File: config.mk
export PLATFORM = sky130hd
export DESIGN_NAME = nx_fifo_ctrl_wm
export DESIGN_NICKNAME = d
export VERILOG_FILES = /design/src/rtl/nx_fifo_ctrl_wm.sv
export SDC_FILE = /design/constraint.sdc
export NUM_CORES = 1
export LEC_CHECK = 0
export BUFFER_PORTS_ARGS = -buffer_cell sky130_fd_sc_hd__clkbuf_2
export CORE_AREA = 2 2 68 70
export CTS_CLUSTER_SIZE = 20
export DETAILED_ROUTE_END_ITERATION = 8
export DIE_AREA = 0 0 70 72
export PLACE_DENSITY_LB_ADDON = 0.08
export SLEW_MARGIN = 20
export SYNTH_ARGS = -nofsm -noshare
export SYNTH_HDL_FRONTEND = slang
export SYNTH_SLANG_ARGS = --single-unit
File: constraint.sdc
create_clock -name clk -period 4.05 [get_ports clk]
set_input_delay 0 -clock clk [delete_from_list [all_inputs] [get_ports clk]]
set_output_delay 0 -clock clk [all_outputs]
set_load 0.005 [all_outputs]
File: src/rtl/nx_fifo_ctrl_wm.sv
// nx_fifo_ctrl_wm: FIFO pointer/occupancy controller with programmable watermarks
// and diagnostic state. It drives the read/write addresses of an external RAM and
// provides registered flow-control status. DEPTH may be any integer in 2..1024.
//
// Ports:
//   clk, rst          clock and asynchronous active-high reset
//   wen, ren          write / read requests
//   clear             synchronous flush (highest priority over wen/ren)
//   afull_thresh      almost-full watermark (used_slots >= thresh)
//   aempty_thresh     almost-empty watermark (used_slots <= thresh)
//   err_clr           clears both sticky error flags (a new error wins)
//   peak_clr          restarts peak-occupancy tracking
//   empty, full       registered occupancy flags
//   afull, aempty     combinational watermark compares on used_slots
//   used_slots        registered occupancy
//   free_slots        registered DEPTH - used_slots
//   wptr, rptr        registered RAM write / read addresses
//   overflow          combinational pulse: write attempted while full
//   underflow         combinational pulse: read attempted while empty
//   ovf_sticky        latched overflow
//   unf_sticky        latched underflow
//   peak_used         maximum occupancy since reset or peak_clr
module nx_fifo_ctrl_wm #(
    parameter int unsigned DEPTH = 16,
    parameter int unsigned PTR_W = $clog2(DEPTH),
    parameter int unsigned CNT_W = $clog2(DEPTH + 1)
) (
    input  logic             clk,
    input  logic             rst,
    input  logic             wen,
    input  logic             ren,
    input  logic             clear,
    input  logic [CNT_W-1:0] afull_thresh,
    input  logic [CNT_W-1:0] aempty_thresh,
    input  logic             err_clr,
    input  logic             peak_clr,
    output logic             empty,
    output logic             full,
    output logic             afull,
    output logic             aempty,
    output logic [CNT_W-1:0] used_slots,
    output logic [CNT_W-1:0] free_slots,
    output logic [PTR_W-1:0] wptr,
    output logic [PTR_W-1:0] rptr,
    output logic             overflow,
    output logic             underflow,
    output logic             ovf_sticky,
    output logic             unf_sticky,
    output logic [CNT_W-1:0] peak_used
);

    localparam logic [CNT_W-1:0] DEPTH_C  = CNT_W'(DEPTH);
    localparam logic [CNT_W-1:0] CNT_ONE  = CNT_W'(1);
    localparam logic [PTR_W-1:0] PTR_ONE  = PTR_W'(1);
    localparam logic [PTR_W-1:0] LAST_PTR = PTR_W'(DEPTH - 1);

    logic [PTR_W-1:0] wptr_q, wptr_d, rptr_q, rptr_d;
    logic [CNT_W-1:0] used_q, used_d, free_q, free_d, peak_q, peak_d;
    logic             empty_q, empty_d, full_q, full_d;
    logic             ovf_q, ovf_d, unf_q, unf_d;
    logic             wr_acc, rd_acc;

    // Acceptance uses the registered flags, so a write while full is refused
    // even when a read is accepted in the same cycle.
    assign wr_acc    = wen & ~full_q & ~clear;
    assign rd_acc    = ren & ~empty_q & ~clear;
    assign overflow  = wen & full_q & ~clear;
    assign underflow = ren & empty_q & ~clear;

    always_comb begin
        wptr_d = wptr_q;
        rptr_d = rptr_q;
        used_d = used_q;

        if (clear) begin
            wptr_d = '0;
            rptr_d = '0;
            used_d = '0;
        end else begin
            // Explicit wrap at DEPTH-1 keeps non-power-of-two depths in range.
            if (wr_acc) begin
                wptr_d = (wptr_q == LAST_PTR) ? '0 : wptr_q + PTR_ONE;
            end
            if (rd_acc) begin
                rptr_d = (rptr_q == LAST_PTR) ? '0 : rptr_q + PTR_ONE;
            end
            case ({wr_acc, rd_acc})
                2'b10:   used_d = used_q + CNT_ONE;
                2'b01:   used_d = used_q - CNT_ONE;
                default: used_d = used_q;
            endcase
        end

        free_d  = DEPTH_C - used_d;
        full_d  = (used_d == DEPTH_C);
        empty_d = (used_d == '0);

        // A coincident error beats err_clr.
        ovf_d = overflow | (ovf_q & ~err_clr);
        unf_d = underflow | (unf_q & ~err_clr);

        if (peak_clr) begin
            peak_d = used_d;
        end else begin
            peak_d = (used_d > peak_q) ? used_d : peak_q;
        end
    end

    always_ff @(posedge clk or posedge rst) begin
        if (rst) begin
            wptr_q  <= '0;
            rptr_q  <= '0;
            used_q  <= '0;
            free_q  <= DEPTH_C;
            empty_q <= 1'b1;
            full_q  <= 1'b0;
            ovf_q   <= 1'b0;
            unf_q   <= 1'b0;
            peak_q  <= '0;
        end else begin
            wptr_q  <= wptr_d;
            rptr_q  <= rptr_d;
            used_q  <= used_d;
            free_q  <= free_d;
            empty_q <= empty_d;
            full_q  <= full_d;
            ovf_q   <= ovf_d;
            unf_q   <= unf_d;
            peak_q  <= peak_d;
        end
    end

    assign empty      = empty_q;
    assign full       = full_q;
    assign used_slots = used_q;
    assign free_slots = free_q;
    assign wptr       = wptr_q;
    assign rptr       = rptr_q;
    assign ovf_sticky = ovf_q;
    assign unf_sticky = unf_q;
    assign peak_used  = peak_q;

    // Watermarks compare straight off the registered count: threshold 0 makes
    // afull constant 1 and a threshold above DEPTH makes it unreachable.
    assign afull  = (used_q >= afull_thresh);
    assign aempty = (used_q <= aempty_thresh);

endmodule
==> results.py, run 1 <==
metrics = {
    "synthesis": {
        "synth_cell_types": 32,
        "synth_flop_cell": "dfrtp_1",
        "avgSynthCellArea_um2": 9.46,
        "synth_compound_area_share_pct": 15.0,
        "yosys.area_share.xor_xnor_pct": 4.73,
        "synthArstFlopShare_pct": 100,
        "synth-adder-area-share_pct": 16.5,
        "synth_edf_count": 0,
        "synth_top_family_by_area": "adder cells",
        "yosysWarnings": 0,
        "synth_area_mm2": 0.00167,
        "ys_ff_latch": 26,
        "synthSimpleGateAreaFrac_pct": 14.4,
        "syn_nets": 215,
        "synthMuxAreaShare_pct": 4.51,
        "ys_seq_area_share_pct": 39.2,
        "synth_cells": 176,
    },
    "clocking": {
        "cts_buffers": 3,
        "cts.sinks": 26,
        "cts_resized": 0,
        "h-tree-depth": 1,
        "cts-root-buf": "clkbuf_8",
        "clk_pin_slew_ns": 0.09,
        "cts_setup_buffers": 0,
        "clock_latency_ns": 0.26,
        "clockBufferDepth": 2,
        "cts_hold_buf": 3,
        "cts_tree": "built",
    },
    "floorplan": {
        "core_mm2": 0.00426,
        "die_w_um": 70,
        "die_h_um": 72,
        "floorplan.initialDensity_pct": 39.1,
        "ios": 48,
        "rows": 24,
        "dieArea_mm2": 0.00504,
    },
    "route": {
        "via_per_inst": 4.92,
        "routed_wl_um": 3510,
        "detail_route.iter0.violations": 68,
        "vias": 1391,
        "dr.pass1.iters": 4,
        "ant_nets": 0,
        "wl_per_cell_um": 12.4,
        "drcViolationCount": 0,
    },
    "timing": {
        "worst_slew_pin_slew_ns": 0.565,
        "fin_tns_setup_ns": 0,
        "slew_headroom_pct": 62.3,
        "fin_crit_ns": 3.77,
        "fin_worst_skew_ns": 0.00208,
        "holdWs_ns": 0.0220,
        "max_freq_mhz": 265,
        "grt_setup_unrepaired": "false",
        "hold_viol": 0,
        "drv_slew": 0,
        "setup_viol": 0,
        "fin_crit_sh_pct": 93.0,
    },
    "critical_path": {
        "cp-endpoint": "peak_used[4]",
        "worstPathMaxFanout": 4,
        "crit_required_ns": 4.21,
        "crit_path_start_kind": "register",
        "cp.arrival_ns": 3.92,
        "worstSetupStartpoint": "empty",
        "reg2reg_to": "peak_used[4]",
        "r2r-start": "empty",
        "crit_type": "register to register",
        "reg2regPathDepth": 16,
        "r2r_slack_ns": 0.28,
        "cp-end-kind": "register",
    },
    "layout": {
        "syn2layout_area_growth_pct": 23.7,
        "nets": 272,
        "final_cell_area_mm2": 0.00206,
        "stdcell_count": 283,
        "antenna_cells": 0,
        "layout-drive-gt1-share_pct": 26.4,
    },
    "power": {
        "ir_drop_mv": 0.230,
        "pwr-share-seq_pct": 43.4,
        "power_per_cell_area_mw_per_mm2": 389,
        "power_frac_comb_pct": 38.7,
        "netSwitchingFraction_pct": 33.6,
        "p_leak_uw": 0.00110,
        "p_clk_share_pct": 18.0,
        "p_int_uw": 533,
        "switchingPower_uw": 269,
    },
    "placement": {
        "io_buffer_count": 47,
        "placedCellCount": 277,
        "placed_cell_area_mm2": 0.00199,
        "gp_congestion": 0.809,
        "hpwl_um": 2760,
    },
    "global_routing": {
        "gr-total-overflow": 0,
        "track_usage_pct": 15.0,
        "grt_pass1_vias": 1394,
        "grt_pass1_wl_um": 6190,
        "grt_max_degree": 27,
        "antenna_found_initial": 0,
    },
    "outcome": {
        "status": "complete, no violations",
    },
    "hold_path": {
        "hold_class": "input pin to register",
    },
    "flow_run": {
        "maxCapViolCount": 0,
    },
}
## layout by cell type, fill, tap and decap left out, drive strengths merged, types with 5 or more instances in the layout
cell type / instances
a21oi: 13
buf: 5
clkbuf: 50
dfrtp: 24
ha: 22
inv: 21
nand2: 16
nand2b: 5
nor2: 12
nor2b: 6
o21ai: 9
o31ai: 5
xor2: 7
## registers in the layout, indices dropped and copies added, names as in the netlist
| name | count |
|---|---|
| empty | 1 |
| free_slots | 5 |
| full | 1 |
| ovf_sticky | 1 |
| peak_used | 5 |
| rptr | 4 |
| unf_sticky | 1 |
| used_slots | 4 |
| wptr | 4 |
## power by group through the flow
stage | registers (uW) | logic, uW | clock network, uW
detailed placement | 354 | 312 | 0
finish | 348 | 310 | 144
global placement | 353 | 307 | 0
floorplan | 353 | 204 | 0
CTS | 349 | 317 | 154
global route | 357 | 357 | 163
## metal layers
layer	wire length, um	track usage [%]	part of all wire, %
met5	0	0	0
met2	1760	27.8	50
met1	1570	18.0	45
met4	21	2.14	0.60
met3	156	3.75	4.5
## area by class of cell
cell class | count | area (um2)
Timing Repair Buffer | 55 | 303
Inverter | 21 | 78.8
Sequential cell | 26 | 653
Fill cell | 416 | 2200
Tap cell | 52 | 65.1
Clock buffer | 3 | 41.3
Multi-Input combinational cell | 126 | 918
## stage by stage
step / utilization [%] / power, uW / setup WS [ns]
3_3_place_gp: 46.6 / 659 / 0.380
5_1_grt: 48.3 / 877 / 0.0334
2_1_floorplan: - / 557 / 0.217
4_1_cts: 48.3 / 819 / 0.293
3_5_place_dp: 46.6 / 666 / 0.327
6_report: 48.3 / 802 / 0.282
## Yosys cell counts, types with 2 or more instances
master    count  area (um2)
a21o_1        2        15.0
a21oi_1      13        65.1
a311oi_1      2        17.5
dfrtp_1      24         601
dfstp_2       2        52.6
ha_1         22         275
inv_1        21        78.8
mux2_1        3        33.8
mux2i_1       3        30.0
nand2_1      16        60.1
nand2b_1      5        31.3
nand3_1       3        15.0
nor2_1       12        45.0
nor2b_1       6        37.5
nor3_1        2        10.0
o21ai_0       9        45.0
o21bai_1      2        15.0
o22ai_1       3        18.8
o31ai_1       3        22.5
or3_1         4        25.0
xnor2_1       2        17.5
xor2_1        7        61.3
## cells by family after synthesis
kind of cell	count (synthesis)
fa+ha+maj	22
mux	7
xor+xnor	9
compound gates	38
flops	26
simple gates	50
buf+inv	24
## worst max-delay path: stages, from the launching register on
cell and delay [ns]:
dfstp_2 0.55, nand2b_1 0.17, nor2_1 0.08, ha_1 0.23, xor2_1 0.17, ha_1 0.24
a21oi_1 0.15, xor2_1 0.09, or3_1 0.31, a21oi_1 0.20, ha_1 0.27, a21oi_1 0.14
o21ai_0 0.12, a311oi_1 0.34, o31ai_2 0.14, o31ai_4 0.11, mux2_1 0.35
## how the worst min path moves through the flow
stage / from / endpoint / slack (ns) / depth (start not counted)
after floorplan: rst / free_slots[0] / 0.04 / 1
after global placement: err_clr / ovf_sticky / 0.21 / 2
after detailed placement: err_clr / ovf_sticky / 0.22 / 2
after CTS: ren / unf_sticky / 0.008 / 3
after global routing: wen / ovf_sticky / 0.02 / 3
final: wen / ovf_sticky / 0.02 / 3
Power figures use the tool's default switching activity.
==> run 2: changes to the inputs <==
==> constraint.sdc (replaced) <==
create_clock -name clk -period 3.1 [get_ports clk]
set_input_delay 0 -clock clk [delete_from_list [all_inputs] [get_ports clk]]
set_output_delay 0 -clock clk [all_outputs]
set_load 0.005 [all_outputs]
==> results.py, run 2 (synthesis gave the netlist of run 1 again) <==
metrics = {
    "timing": {
        "setup_viol": 4,
        "worst_slack_ns": -0.322,
        "fin_crit_sh_pct": 110,
        "fin_tns_setup_ns": -1.26,
        "holdWs_ns": 0.0360,
        "max_freq_mhz": 292,
        "drv_slew": 0,
        "fin_crit_ns": 3.42,
        "slew_headroom_pct": 36.6,
        "fin_worst_skew_ns": 0.00348,
        "grt_setup_unrepaired": "true",
        "hold_viol": 0,
        "worst_slew_pin_slew_ns": 0.945,
    },
    "critical_path": {
        "cp.arrival_ns": 3.58,
        "reg2regPathDepth": 16,
        "cp-end-kind": "register",
        "worstPathMaxFanout": 4,
        "crit_chain": "nand2b_4 > nor2_4 > ha_4 > xor2_1 > ha_2 > a21o_1 > nand2_2 > a21oi_2 > o21bai_1 > xor2_1 > nor2_1 > ha_1 > nand2_1 > or3_4 > o31ai_4 > mux2_4",
        "crit_path_start_kind": "register",
        "crit_type": "register to register",
        "r2r_slack_ns": -0.32,
        "cp_common_cell": "xor2_1",
        "cpPeakStageDelay_ns": 0.54,
        "crit_required_ns": 3.26,
        "crit_slowest_cell": "dfstp_2",
    },
    "hold_path": {
        "hold_class": "input pin to register",
        "min_path_cells": 3,
    },
    "layout": {
        "antenna_cells": 0,
        "fin_util_pct": 54.2,
        "mostFrequentLayoutCells": "clkbuf_2, dfrtp_1, inv_1, ha_1, buf_4",
        "nets": 285,
        "final_common_cell": "clkbuf_2",
        "layout-drive-gt1-share_pct": 39.2,
        "syn2layout_area_growth_pct": 38.8,
        "nFillCells": 402,
    },
    "clocking": {
        "h-tree-depth": 1,
        "cts_buffers": 3,
        "clockBufferDepth": 2,
        "cts_tree": "built",
        "clock_latency_ns": 0.27,
        "cts-root-buf": "clkbuf_8",
        "cts.sinks": 26,
        "clk_pin_slew_ns": 0.10,
    },
    "global_routing": {
        "track_usage_pct": 16.6,
        "antenna_found_initial": 0,
        "grt_pass1_vias": 1479,
        "grt_max_degree": 27,
        "grt_pass1_wl_um": 6690,
        "gr-total-overflow": 0,
    },
    "placement": {
        "hpwl_um": 3120,
        "dp_slack_ns": -0.365,
        "gp_congestion": 0.781,
        "io_buffer_count": 47,
    },
    "route": {
        "routed_wl_um": 4030,
        "ant_nets": 0,
        "drcViolationCount": 0,
        "detail_route.iter0.violations": 70,
        "via_per_inst": 4.91,
        "wl_per_cell_um": 13.6,
        "vias": 1459,
        "dr.pass1.iters": 4,
    },
    "power": {
        "power_per_cell_area_mw_per_mm2": 555,
        "p_leak_uw": 0.00121,
        "ir_drop_mv": 0.357,
        "p_total_uw": 1280,
    },
    "floorplan": {
        "core_mm2": 0.00426,
        "die_w_um": 70,
        "die_h_um": 72,
        "ios": 48,
        "floorplan.initialDensity_pct": 39.1,
        "dieArea_mm2": 0.00504,
        "rows": 24,
    },
    "outcome": {
        "status": "complete, but fails checks",
        "violations": "setup timing",
    },
    "flow_run": {
        "maxCapViolCount": 0,
    },
}
run 2: cell count changes in the layout (fill, tap and decap cells not counted), sizes merged:
cell / previous run / this run
clkinv: 0 / 1
bufinv: 0 / 1
buf: 5 / 18
inv: 21 / 20
run 2: repair_timing:
action,in CTS,in global routing
resized for setup,12,3
endpoints found under the setup margin,4,4
hold buffers,3,0
buffers inserted,1,0
pin swaps,2,1
hold endpoints to repair,27,0
run 2: per-layer routing:
metal  vias to the layer above  track usage, %  wire length (um)
met5                         -               0                 0
met4                         0            4.49                25
met3                         2            2.92               157
met2                        32            30.9              2070
met1                       689            19.9              1780
li1                        736               -                 -
run 2: power by group:
group	total, uW	internal, uW	switching [uW]
logic	547	287	260
clock network	284	173	111
registers	451	406	45.0
total	1280	866	416
run 2: area by class of cell:
| class | count | area [um2] | share of cell area [%] |
|---|---|---|---|
| multi-input combinational | 126 | 1040 | 45.1 |
| sequential | 26 | 653 | 28.3 |
| timing repair buffer | 68 | 400 | 17.3 |
| inverter | 21 | 78.8 | 3.41 |
| clock inverter | 1 | 30.0 | 1.30 |
| clock buffer | 3 | 41.3 | 1.79 |
| tap | 52 | 65.1 | 2.82 |
run 2: stage by stage:
stage	area (um2)	cells
after floorplan	1740	176
after global placement	2150	289
after detailed placement	2150	289
after CTS	2300	297
after global routing	2310	297
final	2310	297
run 2: worst max-delay path, delay by kind of cell, from the launching register on:
kind | cells | cell delay (ns)
AND/OR/NAND/NOR | 6 | 0.71
flip-flops | 1 | 0.54
multiplexers | 1 | 0.33
adder cells (fa/ha/maj) | 3 | 0.65
AO/OA/AOI/OAI | 4 | 0.72
XOR/XNOR | 2 | 0.35
run 2: worst paths after layout:
path | start | end
min in group asynchronous | rst | wptr[1]
worst max register to register | empty | peak_used[4]
worst max-delay path | empty | peak_used[4]
max in group asynchronous | rst | free_slots[0]
worst min register to register | unf_sticky | unf_sticky
worst min-delay path | wen | ovf_sticky
==> run 3: changes to the inputs <==
--- a/config.mk
+++ b/config.mk
@@ -6,10 +6,11 @@
 export NUM_CORES = 1
 export LEC_CHECK = 0
 export BUFFER_PORTS_ARGS = -buffer_cell sky130_fd_sc_hd__clkbuf_2
-export CORE_AREA = 2 2 68 70
+export CORE_AREA = 2 2 65 67
 export CTS_CLUSTER_SIZE = 20
 export DETAILED_ROUTE_END_ITERATION = 8
-export DIE_AREA = 0 0 70 72
+export DIE_AREA = 0 0 67 69
+export MAX_ROUTING_LAYER = met4
 export PLACE_DENSITY_LB_ADDON = 0.08
 export SLEW_MARGIN = 20
 export SYNTH_ARGS = -nofsm -noshare
==> results.py, run 3 (synthesis gave the netlist of run 1 again) <==
metrics = {
    "power": {
        "power_per_cell_area_mw_per_mm2": 552,
        "p_leak_uw": 0.00122,
        "ir_drop_mv": 0.351,
    },
    "clocking": {
        "clockBufferDepth": 2,
        "cts_buffers": 3,
        "clk_pin_slew_ns": 0.10,
        "cts-root-buf": "clkbuf_8",
        "cts.sinks": 26,
        "cts_tree": "built",
        "clock_latency_ns": 0.27,
        "h-tree-depth": 1,
    },
    "global_routing": {
        "gr-total-overflow": 0,
        "grt_max_degree": 27,
        "track_usage_pct": 19.2,
        "grt_pass1_vias": 1584,
        "grt_pass1_wl_um": 6890,
        "antenna_found_initial": 0,
    },
    "layout": {
        "mostFrequentLayoutCells": "clkbuf_2, dfrtp_1, buf_4",
        "final_common_cell": "clkbuf_2",
        "antenna_cells": 0,
        "layout-drive-gt1-share_pct": 37.3,
        "final_cell_area_mm2": 0.00231,
        "nFillCells": 377,
        "fin_util_pct": 58.9,
        "syn2layout_area_growth_pct": 38.5,
        "stdcell_count": 299,
        "nets": 289,
    },
    "critical_path": {
        "cp.arrival_ns": 3.54,
        "crit_type": "register to register",
        "r2r-start": "empty",
        "worstPathMaxFanout": 4,
        "reg2regPathDepth": 16,
        "worstSetupStartpoint": "empty",
        "reg2reg_to": "peak_used[2]",
        "crit_required_ns": 3.27,
        "crit_path_start_kind": "register",
        "cp-end-kind": "register",
        "r2r_slack_ns": -0.27,
    },
    "floorplan": {
        "core_mm2": 0.00391,
        "ios": 48,
        "die_h_um": 69,
        "die_w_um": 67,
        "floorplan.initialDensity_pct": 42.6,
        "rows": 23,
        "dieArea_mm2": 0.00462,
    },
    "route": {
        "wl_per_cell_um": 13.3,
        "via_per_inst": 5.04,
        "vias": 1507,
        "routed_wl_um": 3970,
        "detail_route.iter0.violations": 25,
        "drcViolationCount": 0,
        "dr.pass1.iters": 4,
        "ant_nets": 0,
    },
    "outcome": {
        "status": "complete, but fails checks",
        "violations": "setup timing",
    },
    "placement": {
        "placed_cell_area_mm2": 0.00217,
        "hpwl_um": 3150,
        "io_buffer_count": 47,
        "placedCellCount": 291,
        "dp_slack_ns": -0.341,
        "gp_congestion": 0.819,
    },
    "timing": {
        "setup_viol": 4,
        "fin_crit_sh_pct": 109,
        "grt_setup_unrepaired": "true",
        "max_freq_mhz": 296,
        "holdWs_ns": 0.0161,
        "fin_crit_ns": 3.37,
        "fin_worst_skew_ns": 0.00242,
        "worst_slew_pin_slew_ns": 0.924,
        "slew_headroom_pct": 38.0,
        "hold_viol": 0,
        "drv_slew": 0,
        "worst_slack_ns": -0.275,
    },
    "hold_path": {
        "holdCritStartpoint": "wen",
        "worstHoldEndpoint": "ovf_sticky",
        "hold_class": "input pin to register",
        "min_path_cells": 3,
    },
    "flow_run": {
        "maxCapViolCount": 0,
    },
}
run 3: worst max-delay path by stage:
| stage | depth (start not counted) | endpoint | slack [ns] |
|---|---|---|---|
| 3_3_place_gp | 16 | peak_used[4] | -0.24 |
| 3_5_place_dp | 17 | peak_used[2] | -0.34 |
| 4_1_cts | 16 | peak_used[2] | -0.32 |
| 6_report | 16 | peak_used[2] | -0.27 |
| 2_1_floorplan | 16 | peak_used[4] | -0.30 |
| 5_1_grt | 16 | peak_used[4] | -0.47 |
run 3: what timing repair did:
item                                    CTS  global route
hold buffers                              3             0
endpoints found under the setup margin    4             6
hold endpoints to repair                 27             0
buffers inserted                          0             1
pin swaps                                 0             1
resized for setup                         4             2
run 3: final cells by class:
| class | count | area [um2] | area share [%] |
|---|---|---|---|
| Multi-Input combinational cell | 126 | 1010 | 43.8 |
| Sequential cell | 26 | 653 | 28.3 |
| Timing Repair Buffer | 72 | 430 | 18.7 |
| Inverter | 21 | 78.8 | 3.42 |
| Tap cell | 50 | 62.6 | 2.71 |
| Clock buffer | 3 | 41.3 | 1.79 |
| Clock inverter | 1 | 30.0 | 1.30 |
run 3: routing by layer:
layer | share of wire (%) | routed length [um] | up-vias | global-route usage [%]
met5 | 0 | 0 | - | -
met4 | 1.3 | 50 | 0 | 5.90
met3 | 3.0 | 121 | 6 | 2.28
met2 | 56 | 2220 | 32 | 35.5
met1 | 40 | 1570 | 726 | 20.8
li1 | - | - | 743 | -
run 3: power by group:
group | internal, uW | total, uW | switching, uW
clock | 173 | 288 | 115
sequential | 406 | 446 | 39.6
combinational | 287 | 540 | 253
total | 866 | 1270 | 407
run 3: stage by stage:
step                      setup TNS (ns)  total power (uW)
after floorplan                    -1.02               761
after global placement            -0.926               952
after CTS                          -1.22              1290
after global routing               -1.84              1360
final                              -1.06              1270
after detailed placement           -1.31               974
run 3: critical path, stage by stage, from the launching register on:
cell      delay [ns]
dfstp_2         0.54
nand2b_4        0.13
nor2_4          0.04
ha_4            0.16
xor2_2          0.14
ha_2            0.20
a21o_1          0.18
nand2_1         0.07
a21oi_2         0.05
o21bai_1        0.16
xor2_1          0.18
nor2_1          0.08
ha_1            0.30
nand2_1         0.05
or3_4           0.33
o31ai_4         0.31
mux2_4          0.33
